<file path="src/rtl/decoder_pkg.sv">
// decoder_pkg: shared sizing helpers and defaults for the scanned BCD decoder
package decoder_pkg;
  localparam int DEC_DEFAULT_N_OUT = 10;
  localparam int MAX_DIGITS = 64;
  function automatic int cw_of(input int n_out);
    return $clog2(n_out);
  endfunction
  function automatic logic [MAX_DIGITS-1:0] onehot(input int i);
    return MAX_DIGITS'(1) << i;
  endfunction
endpackage

</file>
<file path="src/rtl/onehot_decoder.sv">
// onehot_decoder: combinational code to one-hot decode with out-of-range flag
module onehot_decoder
  import decoder_pkg::*;
#(
  parameter int N_OUT = DEC_DEFAULT_N_OUT,
  localparam int CW = cw_of(N_OUT)
) (
  input  logic [CW-1:0]    code,
  output logic [0:N_OUT-1] s,
  output logic             inv
);
  always_comb begin
    s = '0;
    inv = int'(code) >= N_OUT;
    for (int i = 0; i < N_OUT; i++) s[i] = int'(code) == i;
  end
endmodule

</file>
<file path="src/rtl/bcd_scan_decoder.sv">
// bcd_scan_decoder: time-multiplexed scan of N_DIGITS codes with frame-aligned updates
module bcd_scan_decoder
  import decoder_pkg::*;
#(
  parameter int N_DIGITS = 4,
  parameter int N_OUT = DEC_DEFAULT_N_OUT,
  parameter int DWELL = 1000,
  localparam int CW = cw_of(N_OUT)
) (
  input  logic                   clk,
  input  logic                   rst,
  input  logic                   en,
  input  logic                   load,
  input  logic [N_DIGITS*CW-1:0] digits,
  output logic [0:N_OUT-1]       s,
  output logic [N_DIGITS-1:0]    sel,
  output logic                   err,
  output logic                   frame
);
  localparam int IW = N_DIGITS > 1 ? $clog2(N_DIGITS) : 1;
  localparam int TW = DWELL > 1 ? $clog2(DWELL) : 1;
  logic [N_DIGITS*CW-1:0] shadow, active, active_n;
  logic pending, start, adv, wrap, boundary, inv;
  logic [TW-1:0] cnt, cnt_n;
  logic [IW-1:0] idx, idx_n;
  logic [CW-1:0] code;
  logic [0:N_OUT-1] dec;
  // the start edge shows digit 0 at cnt 0 without counting, so the first digit also gets DWELL cycles
  always_comb begin
    adv = cnt == TW'(DWELL - 1);
    wrap = adv && idx == IW'(N_DIGITS - 1);
    boundary = start || wrap;
    cnt_n = (start || adv) ? '0 : cnt + 1'b1;
    idx_n = (start || wrap) ? '0 : adv ? idx + 1'b1 : idx;
    active_n = !boundary ? active : load ? digits : pending ? shadow : active;
    code = active_n[int'(idx_n)*CW +: CW];
  end
  onehot_decoder #(.N_OUT(N_OUT)) u_dec (.code(code), .s(dec), .inv(inv));
  always_ff @(posedge clk) begin
    if (rst) begin
      shadow <= '0;
      active <= '0;
      pending <= 1'b0;
      start <= 1'b1;
      cnt <= '0;
      idx <= '0;
      s <= '0;
      sel <= '0;
      err <= 1'b0;
      frame <= 1'b0;
    end else begin
      if (load) shadow <= digits;
      pending <= (en && boundary) ? 1'b0 : (pending || load);
      if (en) begin
        cnt <= cnt_n;
        idx <= idx_n;
        active <= active_n;
        start <= 1'b0;
        frame <= boundary;
        sel <= N_DIGITS'(onehot(int'(idx_n)));
        s <= dec;
        err <= inv;
      end else begin
        frame <= 1'b0;
        sel <= '0;
        s <= '0;
        err <= 1'b0;
      end
    end
  end
endmodule
</file>
<file path="config.mk">
export PLATFORM = sky130hd
export DESIGN_NAME = bcd_scan_decoder
export DESIGN_NICKNAME = d
export VERILOG_FILES = /design/src/rtl/decoder_pkg.sv /design/src/rtl/onehot_decoder.sv /design/src/rtl/bcd_scan_decoder.sv
export SDC_FILE = /design/constraint.sdc
export NUM_CORES = 1
export LEC_CHECK = 0
export ABC_AREA = 1
export CAP_MARGIN = 20
export CORE_UTILIZATION = 55
export DETAILED_ROUTE_END_ITERATION = 10
export PLACE_DENSITY = 0.83
export RECOVER_POWER = 25
export SYNTH_ARGS = -nofsm -noshare
export SYNTH_HDL_FRONTEND = slang
export SYNTH_HIERARCHICAL = 1
export SYNTH_SLANG_ARGS = --single-unit
</file>
<file path="constraint.sdc">
create_clock -name clk -period 2.1 [get_ports clk]
set_input_delay 0.42 -clock clk [delete_from_list [all_inputs] [get_ports clk]]
set_output_delay 0.42 -clock clk [all_outputs]
set_load 0.05 [all_outputs]
</file>
### Yosys cells after proc, flatten, opt, wreduce, memory -nomap -nowiden

Index checks and enable logic that the tools add are counted.

* add/sub/neg operators: 2
* magnitude comparators: 1
* equality and inequality tests: 11
* shifts and indexed selects: 2
* muxes and demuxes: 6
* bitwise logic cells: 1
* reductions and logical operators: 8

Operator list (count)
* $mux W16: 3
* $eq A4 B4 Y1 const B: 6
* $shiftx A16 B5 Y4: 1
* $add A10 B1 Y10 const B: 1
* $eq A10 B10 Y1 const B: 1
* $mux W10: 1
* $eq A4 B3 Y1 const B: 2
* $eq A4 B2 Y1 const B: 1
* $ge A4 B4 Y1 const B: 1
* $logic_not A4 Y1: 1
* $mux W2: 2
* $reduce_or A2 Y1: 2
* $shl A1 B2 Y4 const A: 1
* $logic_or A1 B1 Y1: 3
* $add A2 B1 Y2 const B: 1
* $eq A2 B2 Y1 const B: 1
* $logic_and A1 B1 Y1: 2
* $not A1 Y1: 1

* register bits after elaboration: 62
* input bits: 20
* output and inout bits: 16

### Longest topological paths before layout

* depth after elaboration: 6
* gate-level depth with buffers: 16
* depth with buffers taken out: 15

### By module

The synthesis kept the hierarchy.

By module, submodules not included
* bcd_scan_decoder: instances 1, cells each 388, area an instance 2735.1 um2, seq. area each 1241.2 um2
* onehot_decoder: instances 1, cells each 23, area an instance 86.3 um2, seq. area each 0.0 um2

### Worst setup path before layout

OpenSTA, ideal clock, no wires.

* path type: flip-flop to flip-flop
* from: register cnt[0]
* to: register s[0] in the netlist's numbering
* arrival: 1729 ps
* path slack: 305 ps
* cell stages (with the launch flop): 17
* clock period less this slack: 1795 ps
* path through: dfxtp_1 -> ha_1 -> nand2_1 -> nor2_4 -> nand3_4 -> nand2_1 -> nand2_1 -> buf_2 -> inv_2 -> nand3_1 -> nand3_1 -> nand2_1 -> inv_2 -> nand2_1 -> nor2_1 -> inv_1 -> nor2_1

* longest elaborated chain between the ends: 6

RTL lines
* start, declared: RTL line bcd_scan_decoder.sv:24 `logic [TW-1:0] cnt, cnt_n;`
* start signal, assigned: RTL line bcd_scan_decoder.sv:55 `cnt <= cnt_n;`
* $eq A10 B10 Y1 *: RTL line bcd_scan_decoder.sv:30 `adv = cnt == TW'(DWELL - 1);`
* $logic_and A1 B1 Y1: RTL line bcd_scan_decoder.sv:31 `wrap = adv && idx == IW'(N_DIGITS - 1);`
* $logic_or A1 B1 Y1: RTL line bcd_scan_decoder.sv:32, bcd_scan_decoder.sv:34
* $mux W16 or $mux W2 (tied branches): RTL line bcd_scan_decoder.sv:35, bcd_scan_decoder.sv:34
* $shiftx A16 B5 Y4 *: RTL line bcd_scan_decoder.sv:36 `code = active_n[int'(idx_n)*CW +: CW];`
* named net code[1]: RTL line bcd_scan_decoder.sv:26 `logic [CW-1:0] code;`
* $logic_not A4 Y1 *: RTL line onehot_decoder.sv:15 `for (int i = 0; i < N_OUT; i++) s[i] = int'(code) == i;`
* named net dec (one bit): RTL line bcd_scan_decoder.sv:27 `logic [0:N_OUT-1] dec;`
* end signal, assigned: RTL line bcd_scan_decoder.sv:47 `s <= '0;`
* end signal, assigned: RTL line bcd_scan_decoder.sv:61 `s <= dec;`
* end signal, assigned: RTL line bcd_scan_decoder.sv:66 `s <= '0;`
* end, declared: RTL line bcd_scan_decoder.sv:15 `output logic [0:N_OUT-1] s,`

The timed path passes the listed nets; every way through them passes the cells marked *.
A chain may end at the register's enable or synchronous reset.

### Worst setup path in the final report

* from: register cnt[0]
* to: register s[7] in the netlist's numbering

* longest elaborated chain between the ends: 6

RTL lines (RTL line)
* $eq A10 B10 Y1 *: bcd_scan_decoder.sv:30
* $logic_and A1 B1 Y1: bcd_scan_decoder.sv:31
* $logic_or A1 B1 Y1: bcd_scan_decoder.sv:32, bcd_scan_decoder.sv:34
* $mux W16 or $mux W2 (tied branches): bcd_scan_decoder.sv:35, bcd_scan_decoder.sv:34
* $shiftx A16 B5 Y4 *: bcd_scan_decoder.sv:36
* named net code[2]: bcd_scan_decoder.sv:26
* $eq A4 B4 Y1 *: onehot_decoder.sv:15
* named net dec (one bit): bcd_scan_decoder.sv:27

Marks and branches as above.

==> flow_summary_export.csv <==
group,metric,value,unit
status,status,"finished clean",
synth,synth_ff_type,"dfxtp_1",
grt,antenna_found_initial,0,
detailed_routing,via_per_inst,5.07,
detailed_routing,num_vias,2681,
detailed_routing,first_pass_iters,4,
clock_tree,cts_buffers,9,
floorplanning,ios,36,
synth,synth_compound_area_frac,0.128,
place,io_buffers,35,
timing,period_needed,1.99,ns
layout,area_growth,27.8,%
detailed_routing,post-route-drc-count,0,
synth,ys_async_sr_fraction,0,
clock_tree,cts_sinks,62,
floorplanning,die_h,73.6,um
layout,drive_above_1_share,0.136,
synth,synthCells,411,
place,gp_congestion,0.908,
synth,yosys.area_share.simple,0.317,
worst_setup_path,cp_max_fo,5,
timing,min_period_over_period,0.948,
synth,synth_cell_types,28,
power_and_ir_drop,peakVddDrop,0.569,mV
detailed_routing,wirelength,6090,um
synth,synthAdderAreaFrac,0.00887,
grt,grt_pass1_wl,10300,um
layout,nets,479,
timing,tightest_slew,0.930,ns
grt,grt_pass1_vias,2475,
power_and_ir_drop,p_leak,1.47,nW
worst_setup_path,crit_arrival,2.26,ns
synth,synth_top_family_by_area,"simple AND/OR/NAND/NOR gates",
grt,overflow,0,
power_and_ir_drop,total_power,2.92,mW
grt,grt_usage,0.250,
synth,synth.top_cell.area_share,0.440,
floorplanning,die_area,5420,um2
layout,num_antenna_cells,0,
timing,fmax,502,MHz
clock_tree,ctsLongestPathBuffers,2,
floorplanning,die_width,73.6,um
worst_setup_path,cp.required,2.37,ns
detailed_routing,postRouteAntennaNets,0,
detailed_routing,routedWlPerCell,11.5,um
synth,yosysWarnings,6,
timing,skew,0.0104,ns
worst_setup_path,cp-start-kind,"flop",
timing,setup_violations,0,
clock_tree,root_buffer,"clkbuf_8",
timing,slew_headroom,0.380,
synth,yosysSeqAreaShare,0.440,
floorplanning,coreArea,4820,um2
clock_tree,cts.clk_slew.worst_paths,0.07,ns
clock_tree,cts_tree,"done",
synth,synthTopCellsByArea,"dfxtp_1, nand2_1, nor2_1",
synth,syn_area_per_cell,6.86,um2
worst_hold_path,hp-class,"flop to flop",
worst_setup_path,worstSetupEndpointType,"flop",
power_and_ir_drop,p_per_area,810,nW/um2
detailed_routing,drt-initial-drc-count,193,
timing,hold_viol,0,
flow_run,cap_violations,0,
synth,synth.most_common_cell,"nand2_1",
timing,slew_violations,0,
clock_tree,cts.htree.levels,3,
synth,synthesis.nets,433,
synth,syn_area,2820,um2
synth,yosysTopAreaCell,"dfxtp_1",
clock_tree,clk_latency,0.34,ns
timing,hold_slack,0.459,ns
place,dp_hpwl,4260,um
floorplanning,rows,25,
timing,grt_setup_unrepaired,"yes",
layout,nFillCells,394,
floorplanning,start_util,0.586,
synth,ys_ff_latch,62,
synth,muxShareOfSynthArea,0,
grt,grt_max_degree,28,
worst_setup_path,critPathKind,"flop to flop",
synth,synthTopCellsByCount,"nand2_1, dfxtp_1, nor2_1, inv_1, o21ai_0",
synth,synth_xor_xnor_area_share,0.00621,
synth,synth_edf_count,0,
[where the power goes]
group	internal [mW]	switching [mW]
registers	1.23	0.0242
logic	0.140	0.229
clock network	0.855	0.449
[critical path, stage by stage, from the launching register on]
cell and delay, ns:
dfxtp_2 0.34, ha_2 0.18, nand2_2 0.08, nor2_4 0.17, nand3_4 0.16, nand2_2 0.14, o21ai_4 0.06, nor2_2 0.20
nand3_1 0.13, nand2_2 0.11, nand2_2 0.08, nor2_1 0.09, inv_1 0.05, nor2_1 0.12
[per-layer routing]
layer,share of wire,GRT usage,vias to the layer above
li1,-,-,1393
met1,0.48,0.306,1196
met2,0.46,0.409,75
met3,0.042,0.0494,17
met4,0.024,0.141,0
met5,0,0,-
[timing repair]
item / 4_1_cts / 5_1_grt
endpoints found under the hold margin: 0 / 0
resized for setup: 0 / 22
hold buffers: 0 / 0
setup buffers: 0 / 3
setup endpoints to repair: 0 / 12
[per-stage QoR]
step	instance area, um2	instances	setup slack [ns]	utilization	TNS [ns]
CTS	3510	526	0.0173	0.730	0
floorplan	2820	411	0.305	-	0
finish	3610	529	0.110	0.749	0
detailed placement	3270	510	-0.0738	0.678	-0.383
global route	3610	529	-0.0596	0.749	-0.323
global placement	3270	510	-0.0303	0.678	-0.136
[cell families after synthesis]
kind of cell / count (synthesis)
AO/OA/AOI/OAI: 70
XOR/XNOR: 2
adder cells (fa/ha/maj): 2
AND/OR/NAND/NOR: 206
flip-flops: 62
buffers and inverters: 69
[layout make-up]
cell class	instances	area, um2	area share
Clock buffer	13	159	0.0441
Clock inverter	3	90.1	0.0250
Inverter	54	208	0.0576
Multi-Input combinational cell	280	1370	0.379
Sequential cell	62	1240	0.345
Tap cell	67	83.8	0.0232
Timing Repair Buffer	50	455	0.126
[layout by cell type (no fill, tap or decap), drive strengths merged, types with 2 or more instances in the layout]
cell           count
o22ai              5
inv               52
o21ai             38
a21oi             27
clkbuf            15
nand2            110
nand3             28
clkdlybuf4s50     34
nand4              6
xor2               2
bufinv             3
nor2              56
or2                2
buf               13
ha                 2
nor3               3
dfxtp             62
[flip-flops by register name, summed over array words and instances (netlist names)]
| register | flops |
|---|---|
| active | 16 |
| s | 10 |
| idx | 2 |
| start | 1 |
| shadow | 16 |
| cnt | 10 |
| frame | 1 |
| pending | 1 |
| err | 1 |
| sel | 4 |
[final timing paths]
path | from | end | slack (ns) | cells past startpoint
max reg2reg | cnt[0] | s[7] | 0.11 | 13
min reg2reg | shadow[11] | shadow[11] | 0.46 | 2
max | cnt[0] | s[7] | 0.11 | 13
min | shadow[11] | shadow[11] | 0.46 | 2
No activity file was read; power rests on OpenSTA's default activity.
